### config.mk
export PLATFORM = sky130hd
export DESIGN_NAME = operand_fetch
export DESIGN_NICKNAME = d
export VERILOG_FILES = /design/src/rtl/operand_fetch.sv
export SDC_FILE = /design/constraint.sdc
export NUM_CORES = 1
export LEC_CHECK = 0
export CORE_AREA = 2 2 152 154
export DETAILED_ROUTE_END_ITERATION = 8
export DIE_AREA = 0 0 154 156
export PLACE_DENSITY = 0.73
export RECOVER_POWER = 25
export SYNTH_ARGS = -nofsm -noshare
export SYNTH_HDL_FRONTEND = slang
export SYNTH_SLANG_ARGS = --single-unit
### constraint.sdc
create_clock -name clk -period 2 [get_ports clk]
set_input_delay 0.6 -clock clk [delete_from_list [all_inputs] [get_ports clk]]
set_output_delay 0.6 -clock clk [all_outputs]
set_load 0.02 [all_outputs]
### src/rtl/operand_fetch.sv
// operand_fetch: decode-stage operand fetch for an RV32 pipeline.
// It takes one instruction at a time from upstream and reads rs1/rs2 from a
// synchronous-read register file. It replays the read if writeback collides
// with the read edge. It forwards a same-cycle writeback into the operand
// capture, and keeps a held output coherent with later writebacks.
//
// Ports
//   clk, rst_n                 clock, async active-low reset
//   in_valid/in_ready          upstream handshake, in_instr/in_pc payload
//   rf_ra1/rf_ra2              register-file read addresses (zero-extended rs)
//   rf_dr1/rf_dr2              register-file registered read data
//   wb_we/wb_wa/wb_dw          writeback port to the register file (snooped)
//   flush                      synchronous kill of the in-flight instruction
//   out_valid/out_ready        downstream handshake
//   out_instr/out_pc           the fetched instruction and its PC
//   out_rs1_val/out_rs2_val    resolved operands
//
// state | meaning
// IDLE  | waiting for an instruction, in_ready=1
// ISSUE | read addresses presented; replays while writeback collides
// READ  | register file data valid; captured (or forwarded) at the edge
// OUT   | operands presented downstream, out_valid=1
module operand_fetch (
    input  logic        clk,
    input  logic        rst_n,
    input  logic        in_valid,
    output logic        in_ready,
    input  logic [31:0] in_instr,
    input  logic [31:0] in_pc,
    output logic [31:0] rf_ra1,
    output logic [31:0] rf_ra2,
    input  logic [31:0] rf_dr1,
    input  logic [31:0] rf_dr2,
    input  logic        wb_we,
    input  logic [31:0] wb_wa,
    input  logic [31:0] wb_dw,
    input  logic        flush,
    output logic        out_valid,
    input  logic        out_ready,
    output logic [31:0] out_instr,
    output logic [31:0] out_pc,
    output logic [31:0] out_rs1_val,
    output logic [31:0] out_rs2_val
);

    typedef enum logic [1:0] {IDLE, ISSUE, READ, OUT} state_t;

    state_t      state_q;
    logic [31:0] instr_q;
    logic [31:0] pc_q;
    logic [31:0] ra1_q;
    logic [31:0] ra2_q;
    logic [31:0] op1_q;
    logic [31:0] op2_q;

    logic        rs1_zero;
    logic        rs2_zero;
    logic        collision;
    logic        wb_hit1;
    logic        wb_hit2;

    assign rs1_zero  = (ra1_q == 32'd0);
    assign rs2_zero  = (ra2_q == 32'd0);

    // Full-width compare with x0 included: the register file suppresses both
    // reads on any write to a presented address, even a write to x0.
    assign collision = wb_we && ((wb_wa == ra1_q) || (wb_wa == ra2_q));

    // Forwarding never applies to x0; that operand is always zero.
    assign wb_hit1   = wb_we && (wb_wa == ra1_q) && !rs1_zero;
    assign wb_hit2   = wb_we && (wb_wa == ra2_q) && !rs2_zero;

    always_ff @(posedge clk or negedge rst_n) begin
        if (!rst_n) begin
            state_q <= IDLE;
            instr_q <= 32'd0;
            pc_q    <= 32'd0;
            ra1_q   <= 32'd0;
            ra2_q   <= 32'd0;
            op1_q   <= 32'd0;
            op2_q   <= 32'd0;
        end else if (flush) begin
            state_q <= IDLE;
        end else begin
            case (state_q)
                IDLE: begin
                    if (in_valid) begin
                        instr_q <= in_instr;
                        pc_q    <= in_pc;
                        ra1_q   <= {27'd0, in_instr[19:15]};
                        ra2_q   <= {27'd0, in_instr[24:20]};
                        state_q <= ISSUE;
                    end
                end
                ISSUE: begin
                    if (!collision) begin
                        state_q <= READ;
                    end
                end
                READ: begin
                    op1_q   <= wb_hit1 ? wb_dw : rf_dr1;
                    op2_q   <= wb_hit2 ? wb_dw : rf_dr2;
                    state_q <= OUT;
                end
                OUT: begin
                    if (out_ready) begin
                        state_q <= IDLE;
                    end else begin
                        // A held result must track writes to its sources.
                        if (wb_hit1) op1_q <= wb_dw;
                        if (wb_hit2) op2_q <= wb_dw;
                    end
                end
                default: state_q <= IDLE;
            endcase
        end
    end

    // in_ready is gated by rst_n so it reads 0 while reset is held and 1 in
    // the first cycle after release.
    assign in_ready    = rst_n && (state_q == IDLE);
    assign out_valid   = (state_q == OUT);
    assign out_instr   = instr_q;
    assign out_pc      = pc_q;
    assign rf_ra1      = ra1_q;
    assign rf_ra2      = ra2_q;
    // x0 operands are zero whatever the register file returned.
    assign out_rs1_val = rs1_zero ? 32'd0 : op1_q;
    assign out_rs2_val = rs2_zero ? 32'd0 : op2_q;

endmodule

Yosys cells after proc, flatten, opt, wreduce, memory -nomap -nowiden:

Cells that the tools add are included.

* logic and storage cells: 51
* bits in registers: 140
* output and inout bits: 194

* reduce and logical (&&, ||, !) cells: 17
* mux-type cells: 15
* bitwise operators: 1
* eq/ne operators: 11

Operator list (number)
* 2-to-1 mux 32 bit: 8
* one-hot mux 32 bit (2 select lines): 2
* equality test 32 x 5 -> 1 bit: 2
* zero test 32 bit: 2
* 2-to-1 mux 2 bit: 4
* one-hot mux 2 bit (4 select lines): 1
* AND reduction 4 bit: 2
* logical AND 1 bit: 6
* inequality test 3 bit, second input constant: 2
* AND reduction 3 bit: 2
* equality test 2 bit, second input constant: 2
* inequality test 2 x 1 -> 1 bit, second input constant: 2
* inequality test 3 x 2 -> 1 bit, second input constant: 1
* equality test 2 x 1 -> 1 bit, second input constant: 1
* zero test 1 bit: 2
* zero test 2 bit: 1
* inequality test 2 bit, second input constant: 1
* nonzero test 2 bit: 1
* logical OR 1 bit: 1
* NOT 1 bit: 1

Logic depth before layout (Yosys ltp):

Gate-level depths: netlist of run 1.

* depth in word-level cells: 6
* depth in mapped cells: 9
* depth with buffers taken out: 7

Worst setup path after synthesis of run 1:

OpenSTA, ideal clock, no wires.

* path kind: register -> output
* start point: register out_instr[21] (netlist name)
* end point: output out_rs2_val[0]
* stages on the path, launching flop included: 5
* arrival time: 1.635 ns
* setup slack: -0.235 ns
* buffers on the path: 1
* cells stage by stage: dfrtp_1 > or4_4 > nor2_8 > clkbuf_1 > nor2b_1

RTL lines
* to (decl): RTL line 43 `output logic [31:0] out_rs2_val`

==> results of run 1 <==
metrics by stage:
stage / cells / setup TNS, ns / setup WS, ns
2_1_floorplan: 787 / -6.02 / -0.0547
3_3_place_gp: 1350 / -75.21 / -0.552
3_5_place_dp: 1350 / -75.81 / -0.592
4_1_cts: 1382 / -60.56 / -0.733
5_1_grt: 1393 / -89.08 / -0.722
6_report: 1395 / -67.21 / -0.652
critical path, cell delays in order, from the launching register on:
cell	delay, ns
dfrtp_2	0.40
or4_4	0.57
nor2_8	0.22
clkbuf_16	0.24
nor2b_1	0.05
buf_2	0.15
worst paths after layout:
path,startpoint,to,slack (ns),cells past startpoint
worst max-delay path,out_instr[21]$_DFFE_PN0P_,out_rs2_val[6],-0.65,5
worst min-delay path,out_pc[2]$_DFFE_PN0P_,out_pc[2]$_DFFE_PN0P_,0.50,1
worst max register to register,out_instr[21]$_DFFE_PN0P_,op2_q[15]$_DFFE_PN0P_,-0.54,9
worst min register to register,out_pc[2]$_DFFE_PN0P_,out_pc[2]$_DFFE_PN0P_,0.50,1
max in group asynchronous,rst_n,out_instr[16]$_DFFE_PN0P_,-0.01,3
min in group asynchronous,rst_n,op1_q[1]$_DFFE_PN0P_,0.78,3
registers in the layout, summed over array words and instances (netlist names):
signal	count
out_pc	32
op2_q	32
out_instr	32
state_q	2
op1_q	32
area by class of cell:
class | instances | area, um2 | area share, %
clock buffers | 18 | 429 | 3.44
diodes | 3 | 7.51 | 0.0602
clock inverters | 14 | 250 | 2.01
multi-input cells | 524 | 3840 | 30.8
well taps | 285 | 357 | 2.86
inverters | 4 | 15.0 | 0.120
repair buffers | 417 | 4320 | 34.6
flip-flops and latches | 130 | 3260 | 26.1
repair_timing:
item | in CTS | in global routing
pin swaps | 0 | 11
buffers inserted | 0 | 5
endpoints found under the setup margin | 176 | 205
gates resized for setup | 223 | 200
cloned | 0 | 5
hold endpoints to repair | 0 | 0
layer usage:
metal / track usage, % / wire (um) / part of all wire (%)
met1: 26.6 / 10600 / 38
met2: 34.6 / 13500 / 48
met3: 7.56 / 3110 / 11
met4: 8.95 / 769 / 2.7
met5: 0 / 0 / 0
report_power, final:
group / total [mW] / internal, mW / leakage [nW] / switching, mW
combinational: 10.7 / 5.36 / 4.40 / 5.29
sequential: 5.01 / 4.02 / 1.53 / 0.989
clock: 3.70 / 2.37 / 0.324 / 1.33
logic make-up (layout without fill, tap and decap cells):
group                    count (synthesis)  in the layout  synth area share [%]
AO/OA/AOI/OAI                          135            135                  15.6
XOR/XNOR                                10             10                  1.17
adder cells (fa/ha/maj)                  5              5                 0.833
buffers and inverters                  133            453                  10.8
flip-flops                             130            130                  43.3
multiplexers                            64             64                  9.60
other                                    1             57                0.0499
AND/OR/NAND/NOR                        256            256                  18.6
placed cells by master, fill, tap and decap left out, types with 4 or more instances in the layout:
cell | netlist | layout
buf_12 | 0 | 20
nor4_2 | 0 | 5
inv_6 | 0 | 4
nor2b_4 | 0 | 11
buf_4 | 65 | 72
and2_1 | 34 | 32
conb_1 | 1 | 54
buf_2 | 6 | 21
clkbuf_16 | 0 | 20
a221o_1 | 64 | 64
nand3_1 | 67 | 67
buf_6 | 8 | 17
dlymetal6s2s_1 | 0 | 89
nor2b_1 | 64 | 52
a22oi_1 | 64 | 64
dfrtp_1 | 130 | 125
bufinv_16 | 0 | 6
clkdlybuf4s50_1 | 0 | 181
mux2_2 | 64 | 64
dfrtp_2 | 0 | 5
clkbuf_2 | 0 | 10
nand2_1 | 66 | 66
xnor2_1 | 10 | 10
==> impl_results.md, run 1 <==
* Hold_buf cts at 0
* DR iter-0 viols at 496
* Period utilization at 133%
* I/O pin total at 392
* Initial antenna violation count at 2
* VDD IR max at 0.766 mV
* Final Hold Fails at 0
* Fin util at 55.8%
* Die area at 24000 um2
* Largest net degree at the start of global routing at 71
* Vias in the first global route at 7264
* Crit Path Max Fanout at 8
* Crit path DAT at 2.05 ns
* Ys flop type: dfrtp_1
* Final HPWL DP at 19200 um
* Most frequent cell after synthesis: dfrtp_1
* Mapped Area at around 7500 um2
* Final wirelength at around 28000 um
* Die Wd at 154 um
* Fin crit period at 2.65 ns
* Max H-tree Level at 4
* Max-slew headroom at -4.07%
* Initial Utilization at between 30% and 40%
* Post-Synthesis Cells at between 700 and 800
* Synth top area cells: dfrtp_1, mux2_2, a221o_1, buf_4, a22oi_1
* Max clock buf depth at 2
* Worst hold path type: flop to flop
* Fin. max-slew vios at 61
* Chip Height at 156 um
* Max Freq at ~0.38 GHz
* Worst EP required at 1.40 ns
* Synth warn at 0
* Final ANT Viol Nets at 0
* Mean post-synth cell area at 10.2 um2
* Synth top cells by count: dfrtp_1, nand3_1, nand2_1
* Seq/Total Area, Yosys at between 40% and 50%
* Library cells used by synthesis at 35
* Placed cell area at 11500 um2
* P_leak at approximately 6.3 nW
* Design Area, Final at 12500 um2
* Vias at around 7200
* Clock Skew at 0.0122 ns
* First-pass GRT wire length at 40400 um
* # port buffers at approximately 340
* Residual DRC count at 0
* Worst-Margin Slew at approximately 1.6 ns
* Layout cell share with drive strength beyond 1 at 25.6%
* TritonCTS Buffers at 17
* WL/cell at 20.1 um
* Synth Register Bits at 130
* Max Cap Viol at 1
* Failing checks: max-capacitance violations, max-slew violations, negative setup slack
* PwrDens at 1550 nW/um2
* Status: finished, violations left
* Final Power at between 15 and 20 mW
* WHS at 0.499 ns
* P&R area growth vs syn at 66.1%
* Setup slack after layout at -0.652 ns
* Nets at 1297
* Total GRT Usage at 21.6%
* Sink Count at 130
* Clock transition at path regs at roughly 0.07 ns
* GRT overflow at 0
* Fillers at 1893
* Worst setup path class: flop to output pin
* DR vias/cell at slightly above 5
* Clk_lat worst skew at 0.42 ns
* DRT Pass-1 Iters at 5
* Final setup vio count at 130
* Area share of the largest cell type after synthesis at 43.3%
* Row count at 55
* Routability cong. at 0.832
* Core area at 22400 um2
* Dominant cell type by area after synthesis: dfrtp_1
* Ys async rst share at 100%
* Crit start category: flop
* EDFF count, synth at 0
* CTS tree: yes
* Crit. End Element: output pin
* RSZ-0062 raised after global routing: yes
* Root Buffer: clkbuf_16
(Power assumes the default switching activity.)
==> inputs of run 2 (changes only) <==
--- a/config.mk
+++ b/config.mk
@@ -10,6 +10,7 @@
 export DIE_AREA = 0 0 154 156
 export PLACE_DENSITY = 0.73
 export RECOVER_POWER = 25
+export SKIP_CTS_REPAIR_TIMING = 1
 export SYNTH_ARGS = -nofsm -noshare
 export SYNTH_HDL_FRONTEND = slang
 export SYNTH_SLANG_ARGS = --single-unit
==> impl_results.md, run 2 (same netlist as run 1, synthesis figures left out) <==
* Status: finished, violations left
* Failing checks: max-capacitance violations, max-slew violations, negative setup slack
* Die Wd at 154 um (unchanged)
* Worst-Margin Slew at 1.56 ns (+0.000302 ns)
* PwrDens at 1590 nW/um2 (+2.3%)
* Routability cong. at 0.832 (unchanged)
* GRT overflow at 0 (unchanged)
* Initial antenna violation count at 2 (unchanged)
* Design Area, Final at 11900 um2 (-4.9%)
* TritonCTS Buffers at 17 (unchanged)
* Chip Height at 156 um (unchanged)
* DRT Pass-1 Iters at 6 (+1)
* I/O pin total at 392 (unchanged)
* Period utilization at 129% (-3.3 points)
* Root Buffer: clkbuf_16
* RSZ-0062 raised after global routing: yes
* Nets at 1287 (-0.77%)
* # port buffers at 337 (unchanged)
* CTS tree: yes
* Max clock buf depth at 2 (unchanged)
* Hold_sp: out_pc[2]$_DFFE_PN0P_
* Worst setup path class: flop to output pin
* Final setup vio count at 156 (+20%)
* Residual DRC count at 0 (unchanged)
* Fin. max-slew vios at 61 (unchanged)
* Worst Hold Endpoint: out_pc[2]$_DFFE_PN0P_
* Max H-tree Level at 4 (unchanged)
* Sequential share of power at 26.6% (+0.7 points)
* Sw Pwr at 7.42 mW (-2.5%)
* Int Pwr at 11.4 mW (-2.9%)
* Max Freq at 0.387 GHz (+2.5%)
* Sink Count at 130 (unchanged)
* RR Startpoint: out_instr[21]$_DFFE_PN0P_
* Most frequent cells in the layout: clkdlybuf4s50_1, dfrtp_1, nand3_1
* Non-Filler Instances at 1384 (-0.79%)
* Row count at 55 (unchanged)
* Combinational power share at 53.8% (-1.2 points)
* Total GRT Usage at 21.6% (-0.030 points)
* Layout cell share with drive strength beyond 1 at 23.0% (-2.6 points)
* Core area at 22400 um2 (unchanged)
* P&R area growth vs syn at 57.9%
* Placed cell area at 11500 um2 (unchanged)
* Crit. End Element: output pin
* Vias in the first global route at 7261 (-0.041%)
* Cell count after placement at 1350 (unchanged)
* WL/cell at 19.0 um (-5.3%)
* Commonest non-fill, non-tap cell in the layout: clkdlybuf4s50_1
* DR iter-0 viols at 511 (+3.0%)
* Reg-to-Reg End: op2_q[15]$_DFFE_PN0P_
* Final wirelength at 26300 um (-6.1%)
* Crit start category: flop
* Switching Share at 39.4% (+0.097 points)
* VDD IR max at 0.855 mV (+12%)
* Final ANT Viol Nets at 0 (unchanged)
* Fillers at 1982 (+4.7%)
* Clock Skew at 0.0120 ns (-0.000126 ns)
* Clk_lat worst skew at 0.42 ns (about the same)
* P_leak at 5.22 nW (-16%)
* Clock transition at path regs at 0.07 ns (about the same)
* R2r setup slk at -0.32 ns (+0.22 ns)
* Largest net degree at the start of global routing at 71 (unchanged)
* Crit Path Max Fanout at 33 (+25)
* Final HPWL DP at 19200 um (unchanged)
* Max Cap Viol at 1 (unchanged)
* Setup slack after layout at -0.587 ns (+0.0659 ns)
* Initial Utilization at 33.6% (unchanged)
* First-pass GRT wire length at 40300 um (-0.22%)
* R2R depth at 8 (-1)
* Crit path DAT at 1.99 ns (-0.06 ns)
* Fin crit period at 2.59 ns (-0.0659 ns)
* Clock power share at 19.6% (+0.5 points)
* DR vias/cell at 5.11 (-1.6%)
* Final Hold Fails at 0 (unchanged)
* Final Power at 18.8 mW (-2.7%)
* Worst hold path type: flop to flop
* Hold Crit Depth at 1 (unchanged)
* Max-slew headroom at -4.09% (-0.020 points)
* Worst EP required at 1.40 ns (about the same)
* Die area at 24000 um2 (unchanged)
* Vias at 7067 (-2.4%)
run 2: cell type report:
class	instances	area, um2	share of cell area (%)
timing repair buffer	407	3850	32.5
antenna	2	5.00	0.0422
inverter	4	15.0	0.127
sequential	130	3260	27.5
clock buffer	18	429	3.62
multi-input combinational	524	3700	31.2
tap	285	357	3.01
clock inverter	14	250	2.11
run 2: through the flow:
step                hold slack, ns  worst slack (ns)  TNS [ns]  util (%)
global placement             0.487            -0.552    -75.21      51.2
detailed placement           0.491            -0.592    -75.81      51.2
finish                       0.504            -0.587    -53.15      53.0
global route                 0.521            -0.644    -66.13      53.0
CTS                          0.484            -0.980    -83.32      54.2
floorplan                    0.304           -0.0547     -6.02         -
run 2: metal layers:
metal / vias to the layer above / wire length, um / track usage [%]
met3: 42 / 2790 / 7.56
met5: - / 0 / 0
li1: 3250 / - / -
met2: 395 / 12400 / 34.6
met1: 3380 / 10300 / 26.4
met4: 0 / 776 / 9.12
run 2: critical path, cell delays in order (launching register included):
cell      delay, ns
dfrtp_2        0.40
or4_4          0.57
nor2_8         0.11
buf_12         0.21
nor2b_1        0.10
clkbuf_2       0.16
run 2: power groups by stage:
| stage | sequential, mW | clock, mW | combinational [mW] |
|---|---|---|---|
| after floorplan | 5.63 | 0 | 5.05 |
| after global placement | 4.95 | 0 | 10.8 |
| after detailed placement | 5.00 | 0 | 10.9 |
| after CTS | 4.99 | 3.78 | 10.9 |
| after global routing | 5.16 | 3.90 | 10.8 |
| final | 5.00 | 3.69 | 10.1 |
run 2: how the worst max path moves through the flow:
stage	startpoint	endpoint	slack, ns
after floorplan	out_instr[21]$_DFFE_PN0P_	op2_q[22]$_DFFE_PN0P_	-0.05
after global placement	wb_wa[25]	op2_q[8]$_DFFE_PN0P_	-0.55
after detailed placement	wb_wa[6]	op2_q[13]$_DFFE_PN0P_	-0.59
after CTS	out_instr[21]$_DFFE_PN0P_	out_rs2_val[27]	-0.98
after global routing	out_instr[21]$_DFFE_PN0P_	out_rs2_val[11]	-0.64
final	out_instr[21]$_DFFE_PN0P_	out_rs2_val[11]	-0.59
